==> config.mk <==
export PLATFORM = sky130hd
export DESIGN_NAME = uart_rx_flat
export DESIGN_NICKNAME = d
export VERILOG_FILES = /design/src/rtl/uart_pkg.sv /design/src/rtl/uart_rx_if.sv /design/src/rtl/uart_rx_sync.sv /design/src/rtl/uart_rx.sv /design/src/flat_wrapper.sv
export SDC_FILE = /design/constraint.sdc
export NUM_CORES = 1
export LEC_CHECK = 0
export BUFFER_PORTS_ARGS = -buffer_cell sky130_fd_sc_hd__buf_2
export CORE_ASPECT_RATIO = 0.6
export CORE_MARGIN = 4
export CORE_UTILIZATION = 45
export CTS_BUF_LIST = sky130_fd_sc_hd__clkbuf_16
export CTS_CLUSTER_SIZE = 40
export DETAILED_ROUTE_END_ITERATION = 10
export PLACE_DENSITY = 0.77
export REMOVE_ABC_BUFFERS = 1
export SLEW_MARGIN = 20
export SYNTH_ARGS = -nofsm -noshare
export SYNTH_HDL_FRONTEND = slang
export SYNTH_SLANG_ARGS = --single-unit
==> constraint.sdc <==
create_clock -name clk -period 1.7 [get_ports clk]
set_input_delay 0.34 -clock clk [delete_from_list [all_inputs] [get_ports clk]]
set_output_delay 0.34 -clock clk [all_outputs]
set_load 0.01 [all_outputs]
==> src/rtl/uart_pkg.sv <==
// Shared UART definitions: FSM state type, default frame constants and a
// constant-evaluable clog2 helper used to size counters.
// Optional feature macro: UART_RX_PARITY_EN (adds the PARITY state).
package uart_pkg;

  localparam int UART_OVERSAMPLING = 16;
  localparam int UART_DATA_BITS    = 8;

  typedef enum logic [2:0] {
    IDLE      = 3'd0,
    START     = 3'd1,
    DATA      = 3'd2,
`ifdef UART_RX_PARITY_EN
    PARITY    = 3'd3,
`endif
    STOP      = 3'd4,
    WAIT_IDLE = 3'd5
  } uart_rx_state_t;

  // Smallest width able to hold values 0 .. value-1 (returns 0 for value <= 1).
  function automatic int clog2(input int value);
    int res;
    res = 0;
    while ((1 << res) < value) begin
      res = res + 1;
    end
    return res;
  endfunction

endpackage

==> src/rtl/uart_rx_if.sv <==
// Receiver output bus: byte holding register with valid/ready handshake plus
// the per-frame error pulses. The receiver drives it through the master
// modport, the consumer through the slave modport.
interface uart_rx_if #(
  parameter int DATA_BITS = 8
);

  logic [DATA_BITS-1:0] data;
  logic                 valid;
  logic                 ready;
  logic                 framing_error;
  logic                 overrun;
  logic                 parity_error;

  modport master (
    output data,
    output valid,
    input  ready,
    output framing_error,
    output overrun,
    output parity_error
  );

  modport slave (
    input  data,
    input  valid,
    output ready,
    input  framing_error,
    input  overrun,
    input  parity_error
  );

endinterface

==> src/rtl/uart_rx_sync.sv <==
// Two-flop synchronizer for an asynchronous single-bit input. The reset value
// is a parameter so an idle-high line does not look like a start edge while
// reset is being released.
module uart_rx_sync #(
  parameter logic RESET_VAL = 1'b1
) (
  input  logic clk,
  input  logic reset,
  input  logic d,
  output logic q
);

  logic meta;

  // Two back-to-back flops; only q is safe to use downstream.
  always_ff @(posedge clk or posedge reset) begin
    if (reset) begin
      meta <= RESET_VAL;
      q    <= RESET_VAL;
    end else begin
      meta <= d;
      q    <= meta;
    end
  end

endmodule

==> src/rtl/uart_rx.sv <==
// UART receiver: deserialises start + DATA_BITS (+ optional parity) + stop
// frames from an oversampled tick and presents each byte on a valid/ready
// holding register. Framing errors, overruns and parity errors are reported
// as one-cycle registered pulses.
// Optional feature macro: UART_RX_PARITY_EN (parity bit after the data bits;
// without it parity_error is tied low).
module uart_rx
  import uart_pkg::*;
#(
  parameter int OVERSAMPLING = UART_OVERSAMPLING,
  parameter int DATA_BITS    = UART_DATA_BITS,
  parameter bit PARITY_ODD   = 1'b0
) (
  input  logic      clk,
  input  logic      reset,
  input  logic      tick,
  input  logic      rx,
  uart_rx_if.master bus
);

  localparam int TW = clog2(OVERSAMPLING);
  localparam int BW = clog2(DATA_BITS + 1);

  // Tick counts at which a sample is taken: mid start bit, then whole bits.
  localparam logic [TW-1:0] T_HALF = TW'(OVERSAMPLING / 2 - 1);
  localparam logic [TW-1:0] T_FULL = TW'(OVERSAMPLING - 1);
  localparam logic [BW-1:0] B_LAST = BW'(DATA_BITS - 1);

  logic                 rxs;
  uart_rx_state_t       state;
  logic [TW-1:0]        tcnt;
  logic [BW-1:0]        bcnt;
  logic [DATA_BITS-1:0] shreg;
  logic [DATA_BITS-1:0] data_reg;
  logic                 valid_reg;
  logic                 framing_reg;
  logic                 overrun_reg;
  logic                 accept;
  logic                 tick_at_half;
  logic                 tick_at_full;

  uart_rx_sync #(
    .RESET_VAL (1'b1)
  ) u_sync (
    .clk   (clk),
    .reset (reset),
    .d     (rx),
    .q     (rxs)
  );

  assign accept       = valid_reg && bus.ready;
  assign tick_at_half = tick && (tcnt == T_HALF);
  assign tick_at_full = tick && (tcnt == T_FULL);

`ifdef UART_RX_PARITY_EN
  logic par_bit;
  logic parity_reg;
`else
  logic unused_cfg;
  assign unused_cfg = PARITY_ODD;
`endif

  // Frame FSM with counters, shift register, holding register and pulses.
  always_ff @(posedge clk or posedge reset) begin
    if (reset) begin
      state       <= IDLE;
      tcnt        <= '0;
      bcnt        <= '0;
      shreg       <= '0;
      data_reg    <= '0;
      valid_reg   <= 1'b0;
      framing_reg <= 1'b0;
      overrun_reg <= 1'b0;
`ifdef UART_RX_PARITY_EN
      par_bit     <= 1'b0;
      parity_reg  <= 1'b0;
`endif
    end else begin
      framing_reg <= 1'b0;
      overrun_reg <= 1'b0;
`ifdef UART_RX_PARITY_EN
      parity_reg  <= 1'b0;
`endif
      // Consumer handshake; a load in the STOP branch below overrides this.
      if (accept) begin
        valid_reg <= 1'b0;
      end

      case (state)
        IDLE: begin
          // Start detection runs every clk, independent of tick.
          if (!rxs) begin
            tcnt  <= '0;
            state <= START;
          end
        end

        START: begin
          if (tick_at_half) begin
            if (!rxs) begin
              tcnt  <= '0;
              bcnt  <= '0;
              state <= DATA;
            end else begin
              // Line went back high before mid-start: treat as a glitch.
              state <= IDLE;
            end
          end else if (tick) begin
            tcnt <= tcnt + 1'b1;
          end
        end

        DATA: begin
          if (tick_at_full) begin
            tcnt  <= '0;
            // LSB arrives first, so shift right and insert at the MSB.
            shreg <= {rxs, shreg[DATA_BITS-1:1]};
            if (bcnt == B_LAST) begin
              bcnt  <= '0;
`ifdef UART_RX_PARITY_EN
              state <= PARITY;
`else
              state <= STOP;
`endif
            end else begin
              bcnt <= bcnt + 1'b1;
            end
          end else if (tick) begin
            tcnt <= tcnt + 1'b1;
          end
        end

`ifdef UART_RX_PARITY_EN
        PARITY: begin
          if (tick_at_full) begin
            tcnt    <= '0;
            par_bit <= rxs;
            state   <= STOP;
          end else if (tick) begin
            tcnt <= tcnt + 1'b1;
          end
        end
`endif

        STOP: begin
          if (tick_at_full) begin
            tcnt <= '0;
            if (rxs) begin
              // Load when the register is free or being emptied this cycle.
              if (!valid_reg || bus.ready) begin
                data_reg  <= shreg;
                valid_reg <= 1'b1;
              end else begin
                overrun_reg <= 1'b1;
              end
              state <= IDLE;
            end else begin
              framing_reg <= 1'b1;
              state       <= WAIT_IDLE;
            end
`ifdef UART_RX_PARITY_EN
            // Expected parity bit is the data XOR, inverted for odd parity.
            parity_reg <= par_bit ^ (^shreg) ^ PARITY_ODD;
`endif
          end else if (tick) begin
            tcnt <= tcnt + 1'b1;
          end
        end

        WAIT_IDLE: begin
          // Hold off until the line is released after a bad stop bit.
          if (rxs) begin
            state <= IDLE;
          end
        end

        default: begin
          state <= IDLE;
        end
      endcase
    end
  end

  assign bus.data          = data_reg;
  assign bus.valid         = valid_reg;
  assign bus.framing_error = framing_reg;
  assign bus.overrun       = overrun_reg;
`ifdef UART_RX_PARITY_EN
  assign bus.parity_error  = parity_reg;
`else
  assign bus.parity_error  = 1'b0;
`endif

endmodule

==> src/flat_wrapper.sv <==
// flat-port wrapper written by rule: the top's interface ports become plain ports
module uart_rx_flat import uart_pkg::*;
#(
  parameter int OVERSAMPLING = UART_OVERSAMPLING,
  parameter int DATA_BITS    = UART_DATA_BITS,
  parameter bit PARITY_ODD   = 1'b0
)
  (clk, reset, tick, rx, bus_data, bus_valid, bus_ready, bus_framing_error, bus_overrun, bus_parity_error);
  uart_rx_if #(.DATA_BITS(DATA_BITS)) bus_i ();
  input  logic clk;
  input  logic reset;
  input  logic tick;
  input  logic rx;
  output wire logic [$bits(bus_i.data)-1:0] bus_data;
  output wire logic [$bits(bus_i.valid)-1:0] bus_valid;
  input wire logic [$bits(bus_i.ready)-1:0] bus_ready;
  output wire logic [$bits(bus_i.framing_error)-1:0] bus_framing_error;
  output wire logic [$bits(bus_i.overrun)-1:0] bus_overrun;
  output wire logic [$bits(bus_i.parity_error)-1:0] bus_parity_error;
  assign bus_data = bus_i.data;
  assign bus_valid = bus_i.valid;
  assign bus_i.ready = bus_ready;
  assign bus_framing_error = bus_i.framing_error;
  assign bus_overrun = bus_i.overrun;
  assign bus_parity_error = bus_i.parity_error;
  uart_rx #(.OVERSAMPLING(OVERSAMPLING), .DATA_BITS(DATA_BITS), .PARITY_ODD(PARITY_ODD)) u_core (.clk(clk), .reset(reset), .tick(tick), .rx(rx), .bus(bus_i));
endmodule
==> metrics <==
Worst VDD drop 567 uV; post-route minimum period 1.75 ns; share of post-route cells with drive strength above 1 0.535; Final setup viols 4; TritonCTS buffer count 5; failing checks negative setup slack; worst-margin pin slew 0.482 ns; fin crit share 1.03; core area 3360 sq um; Pins Over Slew Limit 0; antenna viol nets, final 0; detailed-route vias per instance 6.04; Synth top cells by count dfrtp_1, mux2_2, o21ai_0, buf_6, inv_1; critical path arrival 1.86 ns; Leakage 1.06 nW; Pre-Repair DR Iteration Count 4; synthesized area per cell 11.6 sq um; clock tree sinks 32; cells after synthesis 139; GPL Wtd Cong 0.864; Post-Syn Area 1620 sq um; H-tree levels 2; pwr dens 861 nW/um^2; # DRC 0; Post-synth EDFFs 0; WL final 4510 microns; grt total ovfl 0; first-pass GRT wire length 6380 microns; initial drt markers 188; DP Area 1850 sq um; WL/cell 19.4 microns; sequential share of the synthesized area 0.496; buffer levels on the longest clock path 2; RSZ-0062 raised after global routing true; initial antenna violation count 0; Root Buffer clkbuf_16; hold crit path type input pin to async pin; post-route setup TNS -0.117 ns; Final Hold Viols 0; Reg power frac 0.425; maxcap violations 0; Clk pwr share 0.428; status finished, violations left; Synth area leader dfrtp_1; CP max stage cell o311ai_0; critical path class register to register; Setup crit start u_core.tcnt[0]; io pins 17; Cell Int Power 1.47 mW; CTS tree done; worst rel slew slack 0.670; Setup WS post-layout -0.0462 ns; fmax 0.573 GHz; Die ar. 4650 sq um; Switch Pwr 465 uW; WP data required 1.81 ns; Die W 85.4 microns; Yosys cell types 52; switching part of the total power 0.240; synthesized flop and latch total 32; CP startpoint kind register; row count 16; Die Span Y 54.5 microns; Worst Setup End Kind register; nets@finish 194; Syn. warnings 0; R2R Path Start u_core.tcnt[0]; n_diodes 0; HPWL after DPL 2490 microns; DP Worst Slack -0.0703 ns; largest cells by area after synthesis dfrtp_1, mux2_2, buf_6; Post-synth ARST share 1.00; I/O Buffers 15; overall power 1.93 mW; Setup Skew 0.00662 ns; top-count cell post-synth dfrtp_1; main flop type after synthesis dfrtp_1; CP Cell Sequence ha_2, buf_4, nand4b_1, o211ai_1, o311ai_0, o21ai_0; crit path max fanout 4; Comb pwr share 0.147; initial core utilization 0.481; share of the synthesized area in the top cell type 0.464; post-route cell area 2240 sq um; CTS clk-pin slew, worst paths 0.05 ns; Total GRT Usage 0.182; clk_lat worst skew 0.28 ns; largest net degree at the start of global routing 33; routed via count 1401; critical path's largest stage delay 0.40 ns; Area Overhead vs Synth 38.6%; final core occ 0.667; vias in the first global route 1312
==> final timing paths <==
| kind | slack [ns] | depth (start not counted) | end |
|---|---|---|---|
| max | -0.05 | 6 | u_core.tcnt[0] |
| min | 0.14 | 3 | u_core.bus.overrun |
| max reg2reg | -0.05 | 6 | u_core.tcnt[0] |
| min reg2reg | 0.36 | 0 | u_core.u_sync.q |
| max in group asynchronous | 1.23 | 3 | u_core.u_sync.meta |
| min in group clk | 0.17 | 1 | u_core.u_sync.meta |
==> metal layers <==
layer  global-route usage  part of all wire  wire, microns
met1                0.222              0.42           1900
met2                0.300              0.47           2120
met5                    0                 0              0
met3               0.0406             0.068            308
met4                0.118             0.040            180
==> power groups by stage <==
stage | clock (mW) | sequential, mW | combinational [mW]
CTS | 0.834 | 0.819 | 0.234
global placement | 0 | 0.831 | 0.202
floorplan | 0 | 0.837 | 0.0962
global route | 0.878 | 0.822 | 0.309
finish | 0.828 | 0.821 | 0.283
detailed placement | 0 | 0.837 | 0.208
==> logic make-up (layout without fill, tap and decap cells) <==
logic type | after synthesis | in the layout | synth area share
flops | 32 | 32 | 0.496
buf+inv | 17 | 65 | 0.0757
mux | 16 | 16 | 0.111
fa+ha+maj | 2 | 2 | 0.0155
simple gates | 35 | 35 | 0.132
compound gates | 35 | 35 | 0.162
xor+xnor | 1 | 1 | 0.00541
other cells | 1 | 1 | 0.00232
==> placed cells by master (no fill, tap or decap), types with 2 or more instances in the layout <==
cell        n
buf_4      30
dfrtp_1    27
dfstp_2     2
dfrtp_2     3
inv_1       6
buf_6       5
nand2b_1    3
a32o_1      2
buf_2      15
clkbuf_16   6
nand4_1     3
nor3_1      2
mux2_4     15
a21oi_1     2
or4b_4      2
nand2_1     4
nor2b_1     2
nor3b_2     2
o311ai_0    2
nor2_1      4
o21ai_0     8
==> critical path, delay by kind of cell (launching register included) <==
kind,cells,cell delay (ns)
and+or+nand+nor,1,0.10
buffers and inverters,1,0.15
AOI/OAI and AO/OA,3,0.74
DFF,1,0.39
adders and majority gates,1,0.20
==> cell type report <==
| cell class | instances | area, sq um |
|---|---|---|
| Clock buffer | 5 | 125 |
| Clock inverter | 2 | 8.76 |
| Fill cell | 222 | 1120 |
| Inverter | 6 | 25.0 |
| Multi-Input combinational cell | 90 | 821 |
| Sequential cell | 32 | 807 |
| Tap cell | 45 | 56.3 |
| Timing Repair Buffer | 52 | 402 |
==> per-stage QoR <==
stage                     hold WS (ns)  instances
after floorplan                  0.344        128
after global placement           0.346        213
after detailed placement         0.351        213
after CTS                        0.157        224
after global routing             0.162        232
final                            0.144        232
==> what timing repair did <==
action	4_1_cts	5_1_grt
hold buffers	0	0
endpoints found under the setup margin	22	26
gates cloned	0	1
buffers inserted	4	7
pin swaps	7	3
resized for setup	9	35
(Power assumes the default switching activity.)
